File: src/rtl/rebuster_pkg.sv
// rebuster_pkg: lock-state encoding and default tuning constants shared by the CPU clock edge path
package rebuster_pkg;
  typedef enum logic [1:0] {UNLOCKED, FIRST, ACQUIRE, LOCKED} lock_state_t;
  localparam int SYNC_STAGES_D = 2;
  localparam int FILTER_LEN_D = 2;
  localparam int PERIOD_W_D = 6;
  localparam int LOCK_COUNT_D = 8;
  localparam int PERIOD_TOL_D = 1;
endpackage

File: src/rtl/cpuclk_edge_gen_if.sv
// cpuclk_edge_gen_if: CPU clock input, edge strobes and lock status toward the bus core
// CPUCLK_EDGE_C7M_EN adds the c7m_in edge path signals.
interface cpuclk_edge_gen_if
  import rebuster_pkg::*;
#(
  parameter int PERIOD_W = PERIOD_W_D
);
  logic cpuclk_in;
  logic cpuclk_rising;
  logic cpuclk_falling;
  logic cpuclk_locked;
  logic cpuclk_lost;
  logic [PERIOD_W-1:0] cpuclk_period;
`ifdef CPUCLK_EDGE_C7M_EN
  logic c7m_in;
  logic c7m_sync;
  logic c7m_rising;
  logic c7m_falling;
  modport slave (
    input cpuclk_in, c7m_in,
    output cpuclk_rising, cpuclk_falling, cpuclk_locked, cpuclk_lost, cpuclk_period,
    output c7m_sync, c7m_rising, c7m_falling
  );
  modport master (
    output cpuclk_in, c7m_in,
    input cpuclk_rising, cpuclk_falling, cpuclk_locked, cpuclk_lost, cpuclk_period,
    input c7m_sync, c7m_rising, c7m_falling
  );
`else
  modport slave (
    input cpuclk_in,
    output cpuclk_rising, cpuclk_falling, cpuclk_locked, cpuclk_lost, cpuclk_period
  );
  modport master (
    output cpuclk_in,
    input cpuclk_rising, cpuclk_falling, cpuclk_locked, cpuclk_lost, cpuclk_period
  );
`endif
endinterface

File: src/rtl/edge_sync_filter.sv
// edge_sync_filter: synchronizes an async level, rejects short glitches and emits registered edge strobes
module edge_sync_filter #(
  parameter int SYNC_STAGES = 2,
  parameter int FILTER_LEN = 2
) (
  input  logic clk100,
  input  logic reset_n_in,
  input  logic din,
  output logic lvl,
  output logic rise,
  output logic fall
);
  localparam int CW = $clog2(FILTER_LEN + 1);
  logic [SYNC_STAGES-1:0] sync;
  logic [CW-1:0] filt_cnt;
  logic lvl_d, synced, flip;
  assign synced = sync[SYNC_STAGES-1];
  // the sample that completes FILTER_LEN disagreeing samples flips the level directly
  assign flip = (synced != lvl) && (filt_cnt == CW'(FILTER_LEN - 1));
  always_ff @(posedge clk100) begin
    if (!reset_n_in) begin
      sync <= '0;
      filt_cnt <= '0;
      lvl <= 1'b0;
      lvl_d <= 1'b0;
      rise <= 1'b0;
      fall <= 1'b0;
    end else begin
      sync <= {sync[SYNC_STAGES-2:0], din};
      filt_cnt <= (synced == lvl || flip) ? '0 : filt_cnt + 1'b1;
      lvl <= flip ? ~lvl : lvl;
      lvl_d <= lvl;
      rise <= lvl & ~lvl_d;
      fall <= ~lvl & lvl_d;
    end
  end
endmodule

File: src/rtl/cpuclk_edge_gen.sv
// cpuclk_edge_gen: filtered CPU clock edge strobes gated by a period-measuring lock qualifier
// CPUCLK_EDGE_C7M_EN adds an ungated c7m_in edge path through the same filter.
module cpuclk_edge_gen
  import rebuster_pkg::*;
#(
  parameter int SYNC_STAGES = SYNC_STAGES_D,
  parameter int FILTER_LEN = FILTER_LEN_D,
  parameter int PERIOD_W = PERIOD_W_D,
  parameter int LOCK_COUNT = LOCK_COUNT_D,
  parameter int PERIOD_TOL = PERIOD_TOL_D
) (
  input logic clk100,
  input logic reset_n_in,
  cpuclk_edge_gen_if.slave bus
);
  localparam int MW = $clog2(LOCK_COUNT + 1);
  localparam logic [PERIOD_W-1:0] CMAX = '1;
  localparam logic [PERIOD_W-1:0] TOL = PERIOD_W'(PERIOD_TOL);
  lock_state_t state, state_nxt;
  logic rise, fall, cpu_lvl_unused, in_tol, timeout, locked, lost, lost_nxt;
  logic [PERIOD_W-1:0] cnt, meas, ref_p, ref_nxt, period, period_nxt;
  logic [MW-1:0] match, match_nxt;
  edge_sync_filter #(.SYNC_STAGES(SYNC_STAGES), .FILTER_LEN(FILTER_LEN)) u_cpu (
    .clk100(clk100), .reset_n_in(reset_n_in), .din(bus.cpuclk_in),
    .lvl(cpu_lvl_unused), .rise(rise), .fall(fall)
  );
  assign meas = (cnt == CMAX) ? CMAX : cnt + 1'b1;
  assign in_tol = (meas >= ref_p) ? (meas - ref_p <= TOL) : (ref_p - meas <= TOL);
  assign timeout = (cnt == CMAX) && !rise && (state != UNLOCKED);
  // lock follows the next state so the edge that breaks lock is already suppressed
  assign locked = state_nxt == LOCKED;
  always_comb begin
    state_nxt = state;
    ref_nxt = ref_p;
    match_nxt = match;
    period_nxt = period;
    lost_nxt = lost;
    if (timeout) begin
      state_nxt = UNLOCKED;
      period_nxt = '0;
      lost_nxt = lost | (state == LOCKED);
    end else if (rise) begin
      case (state)
        UNLOCKED: state_nxt = FIRST;
        FIRST: begin
          state_nxt = ACQUIRE;
          ref_nxt = meas;
          match_nxt = '0;
        end
        ACQUIRE: begin
          ref_nxt = in_tol ? ref_p : meas;
          match_nxt = in_tol ? match + 1'b1 : '0;
          if (in_tol && match == MW'(LOCK_COUNT - 1)) begin
            state_nxt = LOCKED;
            period_nxt = ref_p;
            lost_nxt = 1'b0;
          end
        end
        LOCKED: begin
          ref_nxt = meas;
          period_nxt = in_tol ? meas : '0;
          state_nxt = in_tol ? LOCKED : ACQUIRE;
          match_nxt = '0;
        end
        default: state_nxt = UNLOCKED;
      endcase
    end
  end
  always_ff @(posedge clk100) begin
    if (!reset_n_in) begin
      state <= UNLOCKED;
      cnt <= '0;
      ref_p <= '0;
      match <= '0;
      period <= '0;
      lost <= 1'b0;
    end else begin
      state <= state_nxt;
      cnt <= rise ? '0 : meas;
      ref_p <= ref_nxt;
      match <= match_nxt;
      period <= period_nxt;
      lost <= lost_nxt;
    end
  end
  assign bus.cpuclk_rising = rise & locked;
  assign bus.cpuclk_falling = fall & locked;
  assign bus.cpuclk_locked = locked;
  assign bus.cpuclk_lost = lost;
  assign bus.cpuclk_period = period;
`ifdef CPUCLK_EDGE_C7M_EN
  edge_sync_filter #(.SYNC_STAGES(SYNC_STAGES), .FILTER_LEN(FILTER_LEN)) u_c7m (
    .clk100(clk100), .reset_n_in(reset_n_in), .din(bus.c7m_in),
    .lvl(bus.c7m_sync), .rise(bus.c7m_rising), .fall(bus.c7m_falling)
  );
`endif
endmodule

File: src/flat_wrapper.sv
// flat-port wrapper written by rule: the top's interface ports become plain ports
module cpuclk_edge_gen_flat import rebuster_pkg::*;
#(
  parameter int SYNC_STAGES = SYNC_STAGES_D,
  parameter int FILTER_LEN = FILTER_LEN_D,
  parameter int PERIOD_W = PERIOD_W_D,
  parameter int LOCK_COUNT = LOCK_COUNT_D,
  parameter int PERIOD_TOL = PERIOD_TOL_D
)
  (clk100, reset_n_in, bus_cpuclk_in, bus_cpuclk_rising, bus_cpuclk_falling, bus_cpuclk_locked, bus_cpuclk_lost, bus_cpuclk_period);
  cpuclk_edge_gen_if #(.PERIOD_W(PERIOD_W)) bus_i ();
  input logic clk100;
  input logic reset_n_in;
  input wire logic [$bits(bus_i.cpuclk_in)-1:0] bus_cpuclk_in;
  output wire logic [$bits(bus_i.cpuclk_rising)-1:0] bus_cpuclk_rising;
  output wire logic [$bits(bus_i.cpuclk_falling)-1:0] bus_cpuclk_falling;
  output wire logic [$bits(bus_i.cpuclk_locked)-1:0] bus_cpuclk_locked;
  output wire logic [$bits(bus_i.cpuclk_lost)-1:0] bus_cpuclk_lost;
  output wire logic [$bits(bus_i.cpuclk_period)-1:0] bus_cpuclk_period;
  assign bus_i.cpuclk_in = bus_cpuclk_in;
  assign bus_cpuclk_rising = bus_i.cpuclk_rising;
  assign bus_cpuclk_falling = bus_i.cpuclk_falling;
  assign bus_cpuclk_locked = bus_i.cpuclk_locked;
  assign bus_cpuclk_lost = bus_i.cpuclk_lost;
  assign bus_cpuclk_period = bus_i.cpuclk_period;
  cpuclk_edge_gen #(.SYNC_STAGES(SYNC_STAGES), .FILTER_LEN(FILTER_LEN), .PERIOD_W(PERIOD_W), .LOCK_COUNT(LOCK_COUNT), .PERIOD_TOL(PERIOD_TOL)) u_core (.clk100(clk100), .reset_n_in(reset_n_in), .bus(bus_i));
endmodule
File: config.mk
export PLATFORM = sky130hd
export DESIGN_NAME = cpuclk_edge_gen_flat
export DESIGN_NICKNAME = d
export VERILOG_FILES = /design/src/rtl/rebuster_pkg.sv /design/src/rtl/cpuclk_edge_gen_if.sv /design/src/rtl/edge_sync_filter.sv /design/src/rtl/cpuclk_edge_gen.sv /design/src/flat_wrapper.sv
export SDC_FILE = /design/constraint.sdc
export NUM_CORES = 1
export LEC_CHECK = 0
export CAP_MARGIN = 20
export CORE_MARGIN = 5
export CORE_UTILIZATION = 55
export CTS_BUF_LIST = sky130_fd_sc_hd__clkbuf_2 sky130_fd_sc_hd__clkbuf_4 sky130_fd_sc_hd__clkbuf_8
export DETAILED_ROUTE_END_ITERATION = 12
export PLACE_DENSITY = 0.75
export RECOVER_POWER = 25
export SYNTH_ARGS = -nofsm -noshare
export SYNTH_HDL_FRONTEND = slang
export SYNTH_SLANG_ARGS = --single-unit
File: constraint.sdc
create_clock -name clk100 -period 4.8 [get_ports clk100]
set_input_delay 1.2 -clock clk100 [delete_from_list [all_inputs] [get_ports clk100]]
set_output_delay 1.2 -clock clk100 [all_outputs]
set_load 0.05 [all_outputs]
==> results.py, run 1 <==
metrics = {
    "floorplanning": {
        "boundaryPins": 13,
        "die_h_um": 71.5,
        "start_util_pct": 56.9,
        "fp.dieArea_mm2": 0.00512,
        "die_x_um": 71.5,
        "core-area_mm2": 0.00366,
        "rows": 22,
    },
    "timing": {
        "finalCritPeriodShare_pct": 97.1,
        "finClkSkew_ps": 6.77,
        "hold_viol_final": 0,
        "holdWs_ps": 421,
        "period_minus_slack_ps": 4660,
        "fmax_mhz": 215,
        "totalNegativeSetupSlack_ps": 0,
        "finalSetupViolations": 0,
        "maxSlewViolCount": 0,
        "tightest_slew_ps": 730,
        "relSlewSlack_pct": 50.8,
    },
    "min_path": {
        "hold_path_class": "reg2reg",
    },
    "cts": {
        "cts_buffers": 5,
        "htree_levels": 2,
        "clk_latency_ps": 290,
        "tritoncts": "built",
        "cts_root_buf": "clkbuf_8",
        "path_clk_slew_ps": 80,
        "cts_buffer_depth": 2,
        "clock_sink_count": 33,
    },
    "placement": {
        "portBuffers": 12,
        "gp_congestion": 1.06,
        "hpwl_mm": 3.65,
        "placed_cells": 308,
    },
    "final_layout": {
        "final_common_cell": "dfxtp_1",
        "syn2layout_area_growth_pct": 20.0,
        "fin_cells": 324,
        "fillers": 288,
        "final-seq-area_um2": 662,
        "postLayoutCoreUtil_pct": 68.3,
        "diodes": 0,
        "fin_nets": 292,
        "multi_input_area_mm2": 0.00134,
        "drive_above_1_share_pct": 21.0,
        "layout_common_cells": "32 x dfxtp_1, 21 x nor2_1, 20 x a21oi_1",
    },
    "setup_path": {
        "crit_path_end_kind": "output port",
        "cp_slowest_cell": "or4_1",
        "crit_chain": "ha_2 -> and2_4 -> nand2_2 -> or2b_4 -> fa_2 -> and3_1 -> or4_1 -> a221oi_2 -> o21ai_2 -> o31ai_4 -> a31o_4 -> and2_2 -> buf_12",
        "worst_ep_arrival_time_ps": 3460,
        "required_ps": 3600,
        "path_delay_family": "simple AND/OR/NAND/NOR gates",
        "critPathBufInv": 1,
        "start_kind": "register",
        "crit_path_max_incr_delay_ps": 490,
        "critPathKind": "reg2out",
        "crit_fanout": 6,
    },
    "global_route": {
        "grt_usage_pct": 20.2,
        "grt_pass1_vias": 1774,
        "gr-total-overflow": 0,
        "antenna_found_initial": 0,
        "grt_max_degree": 16,
        "grt_pass1_wl_mm": 8.22,
    },
    "routing": {
        "first_pass_iters": 4,
        "drt_wl_total_mm": 4.98,
        "drtIter0Drc": 131,
        "drc": 0,
        "wl_per_cell_um": 15.4,
        "ant_nets": 0,
        "viasPerCell": 5.92,
        "vias": 1919,
    },
    "yosys": {
        "synth_enable_flop_cells": 0,
        "synth_top_area_share_pct": 31.7,
        "yosysSeqAreaShare_pct": 31.7,
        "synth_warnings": 0,
        "synthTopCellsByArea": "dfxtp_1 32%, ha_1 7.2%, a21oi_1 4.8%",
        "synth_area_per_cell_um2": 8.43,
        "ys.flop_type": "dfxtp_1",
        "ys_seq_elements": 33,
        "synth_cell_types": 58,
        "async_flop_share_pct": 0,
        "syn_area_mm2": 0.00208,
        "synth_cells": 247,
        "synth_nets": 264,
        "synth_top_area_cell": "dfxtp_1",
    },
    "power_and_ir_drop": {
        "p_total_w": 0.000611,
        "ir_drop_mv": 0.196,
        "power_per_cell_area_mw_per_mm2": 245,
        "p_leak_nw": 1.01,
    },
    "status": {
        "status": "complete, no violations",
    },
    "run": {
        "maxCapViolCount": 0,
    },
}
cell usage after synthesis, types with 3 or more instances:
cell and count:
and2_1 8, and3_1 5, nand2_1 18, nor3_1 4
nand2b_1 4, dfxtp_1 33, ha_1 12, clkbuf_1 5
nor2_1 21, a21oi_1 20, o31ai_1 9, nand3_1 11
a31oi_1 11, xnor2_1 3, o21a_1 4, inv_1 17
o21ai_0 6, a21o_1 6
worst register-to-register path, cell delays in order (launching register included):
cell,delay [ps]
dfxtp_2,340
ha_2,200
and2_4,160
nand2_2,90
or2b_4,310
fa_1,480
xnor2_1,160
nor4b_1,290
o21ai_1,200
buf_4,200
o32ai_1,610
nand2_1,110
a21oi_1,160
worst paths after layout:
kind	from	to	slack, ps	depth (start not counted)
hold reg to reg	u_core.u_cpu.lvl_d$_SDFF_PN0_	u_core.u_cpu.rise$_SDFF_PN0_	420	1
hold / removal	u_core.u_cpu.lvl_d$_SDFF_PN0_	u_core.u_cpu.rise$_SDFF_PN0_	420	1
setup / recovery	u_core.cnt[1]$_SDFF_PP0_	bus_cpuclk_falling	140	13
setup reg to reg	u_core.cnt[1]$_SDFF_PP0_	u_core.match[1]$_SDFFE_PN0P_	1400	12
cell type report:
| class | instances | area share [%] |
|---|---|---|
| Clock buffer | 5 | 2.75 |
| Clock inverter | 3 | 0.701 |
| Inverter | 17 | 2.55 |
| Multi-Input combinational cell | 187 | 53.4 |
| Sequential cell | 33 | 26.5 |
| Tap cell | 48 | 2.40 |
| Timing Repair Buffer | 31 | 11.7 |
kinds of logic after synthesis:
group	Yosys count	synth area share, %
xor gates and xnor gates	4	1.68
AOI/OAI and AO/OA	77	27.0
DFF	33	31.7
adders and majority gates	14	9.13
buffers and inverters	27	5.95
and+or+nand+nor	90	23.5
muxes	2	0.961
timing repair:
item | CTS | global route
hold buffers | 0 | 0
buffers inserted | 3 | 5
pin swaps | 2 | 3
setup endpoints to repair | 3 | 3
resized for setup | 3 | 9
metrics by stage:
stage               worst slack (ps)  area, um2
floorplan                       53.7       2090
global placement                 154       2330
detailed placement              50.7       2330
CTS                           0.0644       2440
global route                   -6.92       2500
finish                           141       2500
flip-flops by register name, summed over array words and instances, names as in the netlist:
register                  count
u_core.ref_p                  6
u_core.u_cpu.filt_cnt         2
u_core.u_cpu.lvl              1
u_core.state                  2
u_core.cnt                    6
u_core.u_cpu.lvl_d            1
u_core.u_cpu.sync             2
u_core.u_cpu.rise             1
u_core.bus.cpuclk_lost        1
u_core.bus.cpuclk_period      6
u_core.u_cpu.fall             1
u_core.match                  4
per-layer routing:
metal | up-vias | wire (um) | GRT usage [%]
met5 | - | 0 | 0
met4 | 0 | 114 | 6.89
met3 | 12 | 282 | 4.21
met2 | 56 | 2310 | 31.6
met1 | 900 | 2280 | 27.4
li1 | 951 | - | -
where the power goes:
part           internal, W  total, W  leakage, nW  switching (W)
Clock             0.000100  0.000210       0.0439       0.000110
Combinational    0.0000564  0.000121        0.696      0.0000648
Sequential        0.000277  0.000280        0.267     0.00000291
Total             0.000434  0.000611         1.01       0.000177
No activity file was read; power rests on OpenSTA's default activity.
==> run 2: changes to the inputs <==
- PLACE_DENSITY: 0.75 -> 0.78
- clock period: 4.8 -> 3.85 ns (I/O delays scaled with it)
==> run 2 against run 1 <==
  * The flow now finishes with violations (negative setup slack)
  * Clock power grew 60%
  * Critical path depth grew 1
  * Via count grew 8.0%
  * Die area is the same
  * Worst hold slack lost 7.7 ps
  * First-iteration DRC count grew 32%
  * Sequential share of layout area shrank 3.2 points
  * Routed wire length grew 19%
  * Worst setup slack lost 680 ps
  * Design area grew 14%
  * Register-to-register slack lost 1200 ps
  * Critical path type unchanged
  * Critical endpoint unchanged
==> results.py, run 2 (synthesis gave the netlist of run 1 again) <==
metrics = {
    "status": {
        "status": "complete, but fails checks",
        "failed_checks": "negative setup slack",
    },
    "power_and_ir_drop": {
        "p_int_w": 0.000651,
        "clockPowerShare_pct": 37.2,
        "swShare_pct": 27.7,
        "power_per_cell_area_mw_per_mm2": 315,
        "p_leak_nw": 1.17,
        "p_switching_w": 0.000250,
        "p_comb_share_pct": 24.0,
        "seq_power_share_pct": 38.8,
        "ir_drop_mv": 0.475,
    },
    "setup_path": {
        "worst_ep_arrival_time_ps": 3420,
        "required_ps": 2890,
        "reg2reg_to": "u_core.ref_p[1]$_SDFFE_PN0P_",
        "ff2ff_path_depth": 15,
        "regToRegStartpoint": "u_core.cnt[0]$_SDFF_PP0_",
        "crit_path_max_incr_delay_ps": 400,
        "regToRegSetupSlack_ps": 160,
        "path_delay_family": "simple AND/OR/NAND/NOR gates",
        "critPathBufInv": 2,
        "critPathKind": "reg2out",
        "crit_path_end_kind": "output port",
        "start_kind": "register",
        "cp_slowest_cell": "nor4_1",
        "crit_fanout": 6,
        "crit_chain": "ha_4 -> and2_4 -> nand2_4 -> or2b_4 -> buf_6 -> ha_4 -> nor2b_1 -> o21a_2 -> nor4_1 -> o21ai_1 -> o31ai_4 -> a31o_4 -> and2_4 -> buf_12",
    },
    "placement": {
        "gp_congestion": 0.879,
        "post-place-ws_ps": -169,
        "portBuffers": 12,
        "hpwl_mm": 4.05,
    },
    "routing": {
        "drtIter0Drc": 173,
        "drc": 0,
        "wl_met3_um": 357,
        "first_pass_iters": 4,
        "ant_nets": 0,
        "top_layer": "met4",
        "wl_met2_mm": 2.85,
        "viasPerCell": 5.94,
        "wl_per_cell_um": 17.0,
        "drt-met1-wl_mm": 2.55,
        "vias": 2073,
        "drt_wl_total_mm": 5.93,
    },
    "timing": {
        "rsz0062_at_grt": "true",
        "finalSetupViolations": 3,
        "fin_ws_ps": -536,
        "finalCritPeriodShare_pct": 114,
        "finClkSkew_ps": 5.03,
        "relSlewSlack_pct": 52.6,
        "hold_viol_final": 0,
        "period_minus_slack_ps": 4390,
        "tightest_slew_ps": 704,
        "maxSlewViolCount": 0,
        "fmax_mhz": 228,
        "holdWs_ps": 414,
    },
    "cts": {
        "cts_buffer_depth": 2,
        "cts_root_buf": "clkbuf_8",
        "path_clk_slew_ps": 70,
        "cts_hold_repair.buffers": 0,
        "cts_buffers": 5,
        "tritoncts": "built",
        "clock_sink_count": 33,
        "htree_levels": 2,
        "clk_latency_ps": 290,
    },
    "floorplanning": {
        "start_util_pct": 56.9,
        "die_x_um": 71.5,
        "fp.dieArea_mm2": 0.00512,
        "boundaryPins": 13,
        "core-area_mm2": 0.00366,
        "rows": 22,
        "die_h_um": 71.5,
    },
    "final_layout": {
        "fin_nets": 317,
        "multi_input_area_mm2": 0.00147,
        "layout_common_cells": "43 x buf_4, 31 x dfxtp_1, 21 x nor2_1",
        "final_common_cell": "buf_4",
        "syn2layout_area_growth_pct": 37.2,
        "postLayoutCoreUtil_pct": 78.1,
        "fillers": 224,
        "drive_above_1_share_pct": 32.9,
        "final-seq-area_um2": 666,
        "diodes": 0,
    },
    "min_path": {
        "hold_path_class": "reg2reg",
        "hold_depth": 1,
        "hold_end": "u_core.u_cpu.rise$_SDFF_PN0_",
        "hp-start": "u_core.u_cpu.lvl_d$_SDFF_PN0_",
    },
    "global_route": {
        "grt_pass1_wl_mm": 9.65,
        "grt_max_degree": 16,
        "gr-total-overflow": 0,
        "grt_usage_pct": 24.1,
        "antenna_found_initial": 0,
        "grt_pass1_vias": 1997,
    },
    "run": {
        "maxCapViolCount": 0,
    },
}
-- run 2: final cells by class --
cell class | count | area share [%]
multi-input cells | 187 | 51.4
flip-flops and latches | 33 | 23.3
repair buffers | 56 | 16.9
clock buffers | 5 | 2.41
inverters | 17 | 2.23
well taps | 48 | 2.10
clock inverters | 3 | 1.62
-- run 2: metrics by stage --
step	total power, W	std cells	instance area (um2)	TNS [ps]
after floorplan	0.000453	247	2160	-514
after global placement	0.000519	333	2570	-167
after detailed placement	0.000522	333	2570	-391
after CTS	0.000877	345	2810	-1060
after global routing	0.000937	349	2860	-1560
final	0.000901	349	2860	-1520
-- run 2: power groups by stage --
stage | registers, W | logic (W) | clock network [W]
final | 0.000349 | 0.000216 | 0.000335
after global routing | 0.000350 | 0.000232 | 0.000355
after CTS | 0.000349 | 0.000192 | 0.000335
after detailed placement | 0.000357 | 0.000165 | 0
after global placement | 0.000357 | 0.000162 | 0
after floorplan | 0.000358 | 0.0000953 | 0
-- run 2: metal layers --
metal / GRT usage [%] / up-vias
met5: 0 / -
met2: 38.8 / 63
li1: - / 1003
met3: 6.17 / 15
met4: 10.9 / 0
met1: 30.1 / 992
-- run 2: how the worst max path moves through the flow --
stage	from	end	slack, ps	cells after the start
floorplan	u_core.cnt[0]$_SDFF_PP0_	bus_cpuclk_falling	-320	14
global placement	u_core.cnt[0]$_SDFF_PP0_	bus_cpuclk_falling	-90	13
detailed placement	u_core.cnt[0]$_SDFF_PP0_	bus_cpuclk_falling	-170	14
CTS	u_core.cnt[0]$_SDFF_PP0_	bus_cpuclk_falling	-390	13
global route	u_core.cnt[0]$_SDFF_PP0_	bus_cpuclk_falling	-550	14
finish	u_core.cnt[0]$_SDFF_PP0_	bus_cpuclk_falling	-540	14
-- run 2: timing repair --
action / in CTS / in global routing
setup endpoints to repair: 3 / 7
resized for setup: 14 / 5
pin swaps: 7 / 2
hold endpoints to repair: 0 / 0
setup buffers: 4 / 4
gates cloned: 0 / 0
